--- config.mk ---
export PLATFORM = sky130hd
export DESIGN_NAME = alu_issue_arbiter
export DESIGN_NICKNAME = d
export VERILOG_FILES = /design/src/rtl/alu_issue_arbiter_pkg.sv /design/src/rtl/alu_issue_arbiter_rr_arbiter2.sv /design/src/rtl/alu_issue_arbiter.sv
export SDC_FILE = /design/constraint.sdc
export NUM_CORES = 1
export LEC_CHECK = 0
export CAP_MARGIN = 20
export CORE_MARGIN = 4
export CORE_UTILIZATION = 39
export CTS_CLUSTER_DIAMETER = 40
export DETAILED_ROUTE_END_ITERATION = 7
export GPL_TIMING_DRIVEN = 0
export PLACE_DENSITY = 0.92
export SYNTH_ARGS = -nofsm -noshare
export SYNTH_HDL_FRONTEND = slang
export SYNTH_SLANG_ARGS = --single-unit
--- constraint.sdc ---
create_clock -name clk -period 1.6 [get_ports clk]
set_input_delay 0.24 -clock clk [delete_from_list [all_inputs] [get_ports clk]]
set_output_delay 0.24 -clock clk [all_outputs]
set_load 0.02 [all_outputs]
--- src/rtl/alu_issue_arbiter_pkg.sv ---
// alu_issue_arbiter_pkg: opcodes, FSM states and flag-update mask for the ALU issue arbiter
package alu_issue_arbiter_pkg;
    localparam int DW = 16;
    localparam int OPW = 4;
    localparam logic [3:0] OP_ADD = 4'b0000;
    localparam logic [3:0] OP_SUB = 4'b0001;
    localparam logic [3:0] OP_XOR = 4'b0010;
    localparam logic [3:0] OP_RED = 4'b0011;
    localparam logic [3:0] OP_SLL = 4'b0100;
    localparam logic [3:0] OP_SRA = 4'b0101;
    localparam logic [3:0] OP_ROR = 4'b0110;
    localparam logic [3:0] OP_PADDSB = 4'b0111;
    localparam logic [3:0] OP_LW = 4'b1000;
    localparam logic [3:0] OP_SW = 4'b1001;
    localparam logic [3:0] OP_ILLEGAL_MIN = 4'b1010;
    typedef enum logic [1:0] {ST_IDLE, ST_EXEC, ST_RESP} state_t;
    function automatic logic [2:0] flag_mask(input logic [3:0] op);
        return (op == OP_ADD || op == OP_SUB) ? 3'b111 :
               (op == OP_XOR || op == OP_SLL || op == OP_SRA || op == OP_ROR) ? 3'b100 : 3'b000;
    endfunction
endpackage

--- src/rtl/alu_issue_arbiter_rr_arbiter2.sv ---
// rr_arbiter2: two-way round-robin grant, the requester that did not win last time wins a tie
module rr_arbiter2 (
    input  logic       v0,
    input  logic       v1,
    input  logic       rr_last,
    output logic [1:0] grant
);
    assign grant = {v1 & (~v0 | ~rr_last), v0 & (~v1 | rr_last)};
endmodule

--- src/rtl/alu_issue_arbiter.sv ---
// alu_issue_arbiter: shares one ALU between two requesters, returns results and owns the Z/V/N flags
module alu_issue_arbiter
    import alu_issue_arbiter_pkg::*;
#(
    parameter int DW = 16,
    parameter int OPW = 4
) (
    input  logic           clk,
    input  logic           rst_n,
    input  logic           req0_valid,
    output logic           req0_ready,
    input  logic [OPW-1:0] req0_op,
    input  logic [DW-1:0]  req0_a,
    input  logic [DW-1:0]  req0_b,
    input  logic           req1_valid,
    output logic           req1_ready,
    input  logic [OPW-1:0] req1_op,
    input  logic [DW-1:0]  req1_a,
    input  logic [DW-1:0]  req1_b,
    output logic [OPW-1:0] alu_inst,
    output logic [DW-1:0]  alu_in1,
    output logic [DW-1:0]  alu_in2,
    input  logic [DW-1:0]  alu_out,
    input  logic           alu_z,
    input  logic           alu_v,
    input  logic           alu_n,
    output logic           rsp_valid,
    input  logic           rsp_ready,
    output logic           rsp_id,
    output logic [DW-1:0]  rsp_data,
    output logic           rsp_err,
    output logic           flag_z,
    output logic           flag_v,
    output logic           flag_n
);
    state_t         state, state_n;
    logic [OPW-1:0] iss_op;
    logic [DW-1:0]  iss_a, iss_b;
    logic           iss_id, rr_last;
    logic [1:0]     grant;
    logic           accept, hs, exec, illegal, drive;
    logic [2:0]     upd;

    rr_arbiter2 u_arb (.v0(req0_valid), .v1(req1_valid), .rr_last(rr_last), .grant(grant));

    assign accept = state == ST_IDLE || (state == ST_RESP && rsp_ready);
    assign hs = accept && grant != 2'b00;
    assign req0_ready = accept & grant[0];
    assign req1_ready = accept & grant[1];
    assign exec = state == ST_EXEC;
    assign illegal = iss_op >= OP_ILLEGAL_MIN;
    assign drive = exec && !illegal;
    assign alu_inst = drive ? iss_op : '0;
    assign alu_in1 = drive ? iss_a : '0;
    assign alu_in2 = drive ? iss_b : '0;
    assign rsp_valid = state == ST_RESP;
    assign upd = illegal ? 3'b000 : flag_mask(iss_op);

    // next state: accept goes to EXEC, EXEC always lands in RESP, RESP holds until consumed
    always_comb begin
        state_n = hs ? ST_EXEC :
                  exec ? ST_RESP :
                  (state == ST_RESP && !rsp_ready) ? ST_RESP : ST_IDLE;
    end

    // state, issue capture at handshake, result and flag capture in EXEC
    always_ff @(posedge clk) begin
        if (!rst_n) begin
            state <= ST_IDLE;
            rr_last <= 1'b1;
            iss_op <= '0;
            iss_a <= '0;
            iss_b <= '0;
            iss_id <= 1'b0;
            rsp_id <= 1'b0;
            rsp_data <= '0;
            rsp_err <= 1'b0;
            flag_z <= 1'b0;
            flag_v <= 1'b0;
            flag_n <= 1'b0;
        end else begin
            state <= state_n;
            if (hs) begin
                iss_op <= grant[1] ? req1_op : req0_op;
                iss_a <= grant[1] ? req1_a : req0_a;
                iss_b <= grant[1] ? req1_b : req0_b;
                iss_id <= grant[1];
                rr_last <= grant[1];
            end
            if (exec) begin
                rsp_id <= iss_id;
                rsp_data <= illegal ? '0 : alu_out;
                rsp_err <= illegal;
                flag_z <= upd[2] ? alu_z : flag_z;
                flag_v <= upd[1] ? alu_v : flag_v;
                flag_n <= upd[0] ? alu_n : flag_n;
            end
        end
    end
endmodule
==> flow_metrics.tcl <==
set metrics [dict create \
    avgSynthCellArea_um2 11.02 \
    vias_per_std_cell 5.648 \
    final.period_utilization_pct 121.7 \
    worst_ir_drop_vdd_uv 558.4 \
    grt_antenna_before_repair 0 \
    clockRootBuffer "sky130_fd_sc_hd__clkbuf_8" \
    dr_wl_met3_um 995 \
    clk_pin_slew_ns 0.07 \
    p_per_area_mw_per_mm2 878.9 \
    capturing_instance_or_port_of_the_critical_path "alu_in1[0]" \
    setup_ws_ns -0.3474 \
    largest_family_of_logic_cells_by_synthesized_area "compound AO/OA/AOI/OAI gates" \
    cts.sink_count 61 \
    violations "setup timing" \
    die_span_in_y_um 93.55 \
    maximum_number_of_pins_on_one_net_before_global_route_repair 12 \
    cts.hold.buffers_added 0 \
    grt_usage_pct 25.46 \
    p_int_mw 3.386 \
    worst_hold_slack_across_all_endpoints_ns 0.4280 \
    top_level_ports 156 \
    routed_wirelength_mm 11.65 \
    detailroute.wirelength.met2_mm 6.048 \
    number_of_register_bits_inferred_by_synthesis 61 \
    r2r.worst_path.cells 6 \
    synth-compound-area-share_pct 37.66 \
    synth-edff-count 0 \
    setup.worst_path.class "flip-flop to output pin" \
    required_ns 1.36 \
    rows 30 \
    drc 0 \
    yosysWarnings 0 \
    final_net_count 552 \
    dp_cells 509 \
    max-clock-path-buffers 2 \
    finalSetupViolations 36 \
    number_of_nets_produced_by_synthesis 355 \
    run_status "finished, violations left" \
    ys_dominant_reg_cell "sky130_fd_sc_hd__dfxtp_1" \
    crit_fanout 4 \
    post_synth_num_cell_types 35 \
    top_layer_used "met4" \
    sequentialPowerShare_pct 37.5 \
    grt_setup_unrepaired "yes" \
    finalClockSkew_ns 0.01140 \
    pwr-share-clk_pct 32.1 \
    final_max_slew_viol_count 0 \
    proportion_of_register_bits_with_asynchronous_set_or_reset_after_synthesis_pct 0 \
    critical_path.reg2reg.startpoint "state[1]" \
    grt_pass1_wl_mm 17.22 \
    synth-simple-area-share_pct 13.68 \
    period_minus_slack_ns 1.947 \
    tritoncts "built" \
    n_fill_cell 453 \
    multi_input_area_mm2 0.001652 \
    detailed_place_hpwl_mm 7.501 \
    first_global_vias 3289 \
    clock_insertion_delay_worst_skew_ns 0.34 \
    die_width_um 93.55 \
    synthAdderAreaFrac_pct 0 \
    clock_tree.htree_level_count 3 \
    fmax_mhz 513.5 \
    instances_no_fill 557 \
    initial_core_util_pct 41.10 \
    combPwrFrac_pct 30.4 \
    sequential_cell_area_in_the_final_layout_mm2 0.001232 \
    placeableCoreArea_mm2 0.006944 \
    net_switching_share_of_the_total_power_pct 28.51 \
    setup.reg_to_reg.worst_slack_ns 0.03 \
    net-switching-power_mw 1.350 \
    antenna_violating_nets_post_route 0 \
    crit_start "iss_op[1]" \
    end_kind "output pin" \
    final_hold_viol_count 0 \
    first_iter_violations 132 \
    critical_path_arrival_ns 1.71 \
    floorplan.die_area_mm2 0.008751 \
    crit_path_start_kind "flip-flop" \
    slew_headroom_pct 65.74 \
    cts-buffers-inserted 9 \
    worstReg2RegEnd "iss_a[9]" \
    num_vias 3146 \
    seq_area_frac_synth_pct 42.79 \
    tightest_slew_ns 0.5139 \
    synthMuxAreaShare_pct 0 \
    hold_path.class "primary input to flip-flop" \
    gp_routability_congestion 0.8292 \
    n_antenna_cell 0 \
    static-leakage-power_nw 2.189 \
    numPortBuffers 154 \
    area_growth_syn_to_layout_pct 88.82 \
    synth_cells 259 \
    layout-drive-gt1-share_pct 45.12 \
    detailedRoute.firstPassIterationCount 4 \
    grt_remaining_overflow 0 \
    cap_viol_max_count 0 \
    synth.cell_area_mm2 0.002854 \
    met1_length_mm 4.368 \
    routed_wl_per_cell_um 20.91 \
    xor_xnor_share_of_the_synthesized_area_pct 0 \
]
-- cells in the mapped netlist (2+ instances only) --
| cell | number | area (µm²) |
|---|---|---|
| sky130_fd_sc_hd__and2_1 | 35 | 219.0 |
| sky130_fd_sc_hd__buf_2 | 8 | 40.04 |
| sky130_fd_sc_hd__o21a_1 | 2 | 15.01 |
| sky130_fd_sc_hd__nor3_1 | 2 | 10.01 |
| sky130_fd_sc_hd__o221a_2 | 36 | 405.4 |
| sky130_fd_sc_hd__a22o_1 | 16 | 140.1 |
| sky130_fd_sc_hd__nor2_1 | 4 | 15.01 |
| sky130_fd_sc_hd__o41a_1 | 36 | 405.4 |
| sky130_fd_sc_hd__dfxtp_1 | 61 | 1221 |
| sky130_fd_sc_hd__a21oi_1 | 4 | 20.02 |
| sky130_fd_sc_hd__nand2b_1 | 3 | 18.77 |
| sky130_fd_sc_hd__o21ai_0 | 3 | 15.01 |
| sky130_fd_sc_hd__nor2b_1 | 2 | 12.51 |
| sky130_fd_sc_hd__inv_1 | 3 | 11.26 |
| sky130_fd_sc_hd__buf_6 | 4 | 45.04 |
| sky130_fd_sc_hd__clkbuf_1 | 16 | 60.06 |
| sky130_fd_sc_hd__nand3_1 | 3 | 15.01 |
| sky130_fd_sc_hd__nand2_1 | 4 | 15.01 |
-- worst min-delay path by stage --
stage	startpoint	end	slack, ns	cells after the start
final	rst_n	flag_z	0.43	3
after floorplan	alu_out[0]	rsp_data[0]	0.37	1
after detailed placement	rsp_id	rsp_id	0.46	2
after global placement	rsp_id	rsp_id	0.45	2
after global routing	rst_n	flag_z	0.45	3
after CTS	rst_n	flag_n	0.40	3
-- through the flow --
stage / power, mW / util, % / setup TNS [ns] / worst slack [ns] / instance area, µm²
after floorplan: 2.335 / - / 0 / 0.05536 / 2854
after global placement: 2.858 / 65.03 / -42.78 / -0.9081 / 4516
after detailed placement: 2.892 / 65.03 / -43.19 / -0.9464 / 4516
after CTS: 4.654 / 75.53 / -10.10 / -0.3413 / 5245
after global routing: 4.916 / 77.60 / -12.02 / -0.4029 / 5389
final: 4.736 / 77.60 / -10.16 / -0.3474 / 5389
-- layout make-up --
class                           instances  share of cell area, %
Timing Repair Buffer                  189                  35.50
Inverter                                3                 0.3018
Sequential cell                        61                  22.87
Multi-Input combinational cell        165                  30.65
Clock inverter                          6                  1.625
Buffer                                 27                  4.458
Clock buffer                           10                  2.368
Tap cell                               96                  2.229
-- routing by layer --
metal  vias to the layer above  track usage, %
met4                         0           10.23
met5                         -               0
met1                      1534           28.07
li1                       1439               -
met3                        22           7.965
met2                       151           45.21
-- worst max-delay path: stages (launching register included) --
cell and delay (ns):
sky130_fd_sc_hd__dfxtp_2 0.33, sky130_fd_sc_hd__or2_4 0.27, sky130_fd_sc_hd__a21oi_4 0.18, sky130_fd_sc_hd__buf_6 0.15, sky130_fd_sc_hd__buf_6 0.11, sky130_fd_sc_hd__buf_6 0.08
sky130_fd_sc_hd__and2_4 0.13, sky130_fd_sc_hd__buf_6 0.11
-- kinds of logic after synthesis --
group           Yosys count
simple gates             61
buf+inv                  33
flops                    61
compound gates          104
-- power by group through the flow --
stage	Clock (mW)	Combinational, mW	Sequential, mW
finish	1.52	1.44	1.78
global route	1.60	1.52	1.79
CTS	1.53	1.36	1.77
detailed placement	0	1.10	1.79
global placement	0	1.08	1.78
floorplan	0	0.530	1.81
-- placed cells by master, fill, tap and decap left out, types with 4 or more instances in the layout --
cell type,synthesis,layout
sky130_fd_sc_hd__a22o_1,16,16
sky130_fd_sc_hd__buf_2,8,5
sky130_fd_sc_hd__clkbuf_1,16,6
sky130_fd_sc_hd__buf_6,4,49
sky130_fd_sc_hd__clkbuf_8,0,11
sky130_fd_sc_hd__and2_4,0,35
sky130_fd_sc_hd__clkdlybuf4s50_1,0,110
sky130_fd_sc_hd__o41a_1,36,36
sky130_fd_sc_hd__buf_4,1,26
sky130_fd_sc_hd__buf_8,0,9
sky130_fd_sc_hd__dfxtp_1,61,56
sky130_fd_sc_hd__o221a_2,36,36
sky130_fd_sc_hd__nand2_1,4,4
-- what timing repair did --
item / in CTS / in global routing
endpoints found under the setup margin: 70 / 72
resized for setup: 327 / 35
gates cloned: 3 / 0
pin swaps: 36 / 7
setup buffers: 23 / 11
-- flip-flops by register name, indices dropped and copies added, names as in the netlist --
register and count:
state 2, flag_n 1, flag_z 1, rsp_data 16
rsp_id 1, rr_last 1, rsp_err 1, flag_v 1
iss_op 4, iss_a 16, iss_id 1, iss_b 16
(Power assumes the default switching activity.)
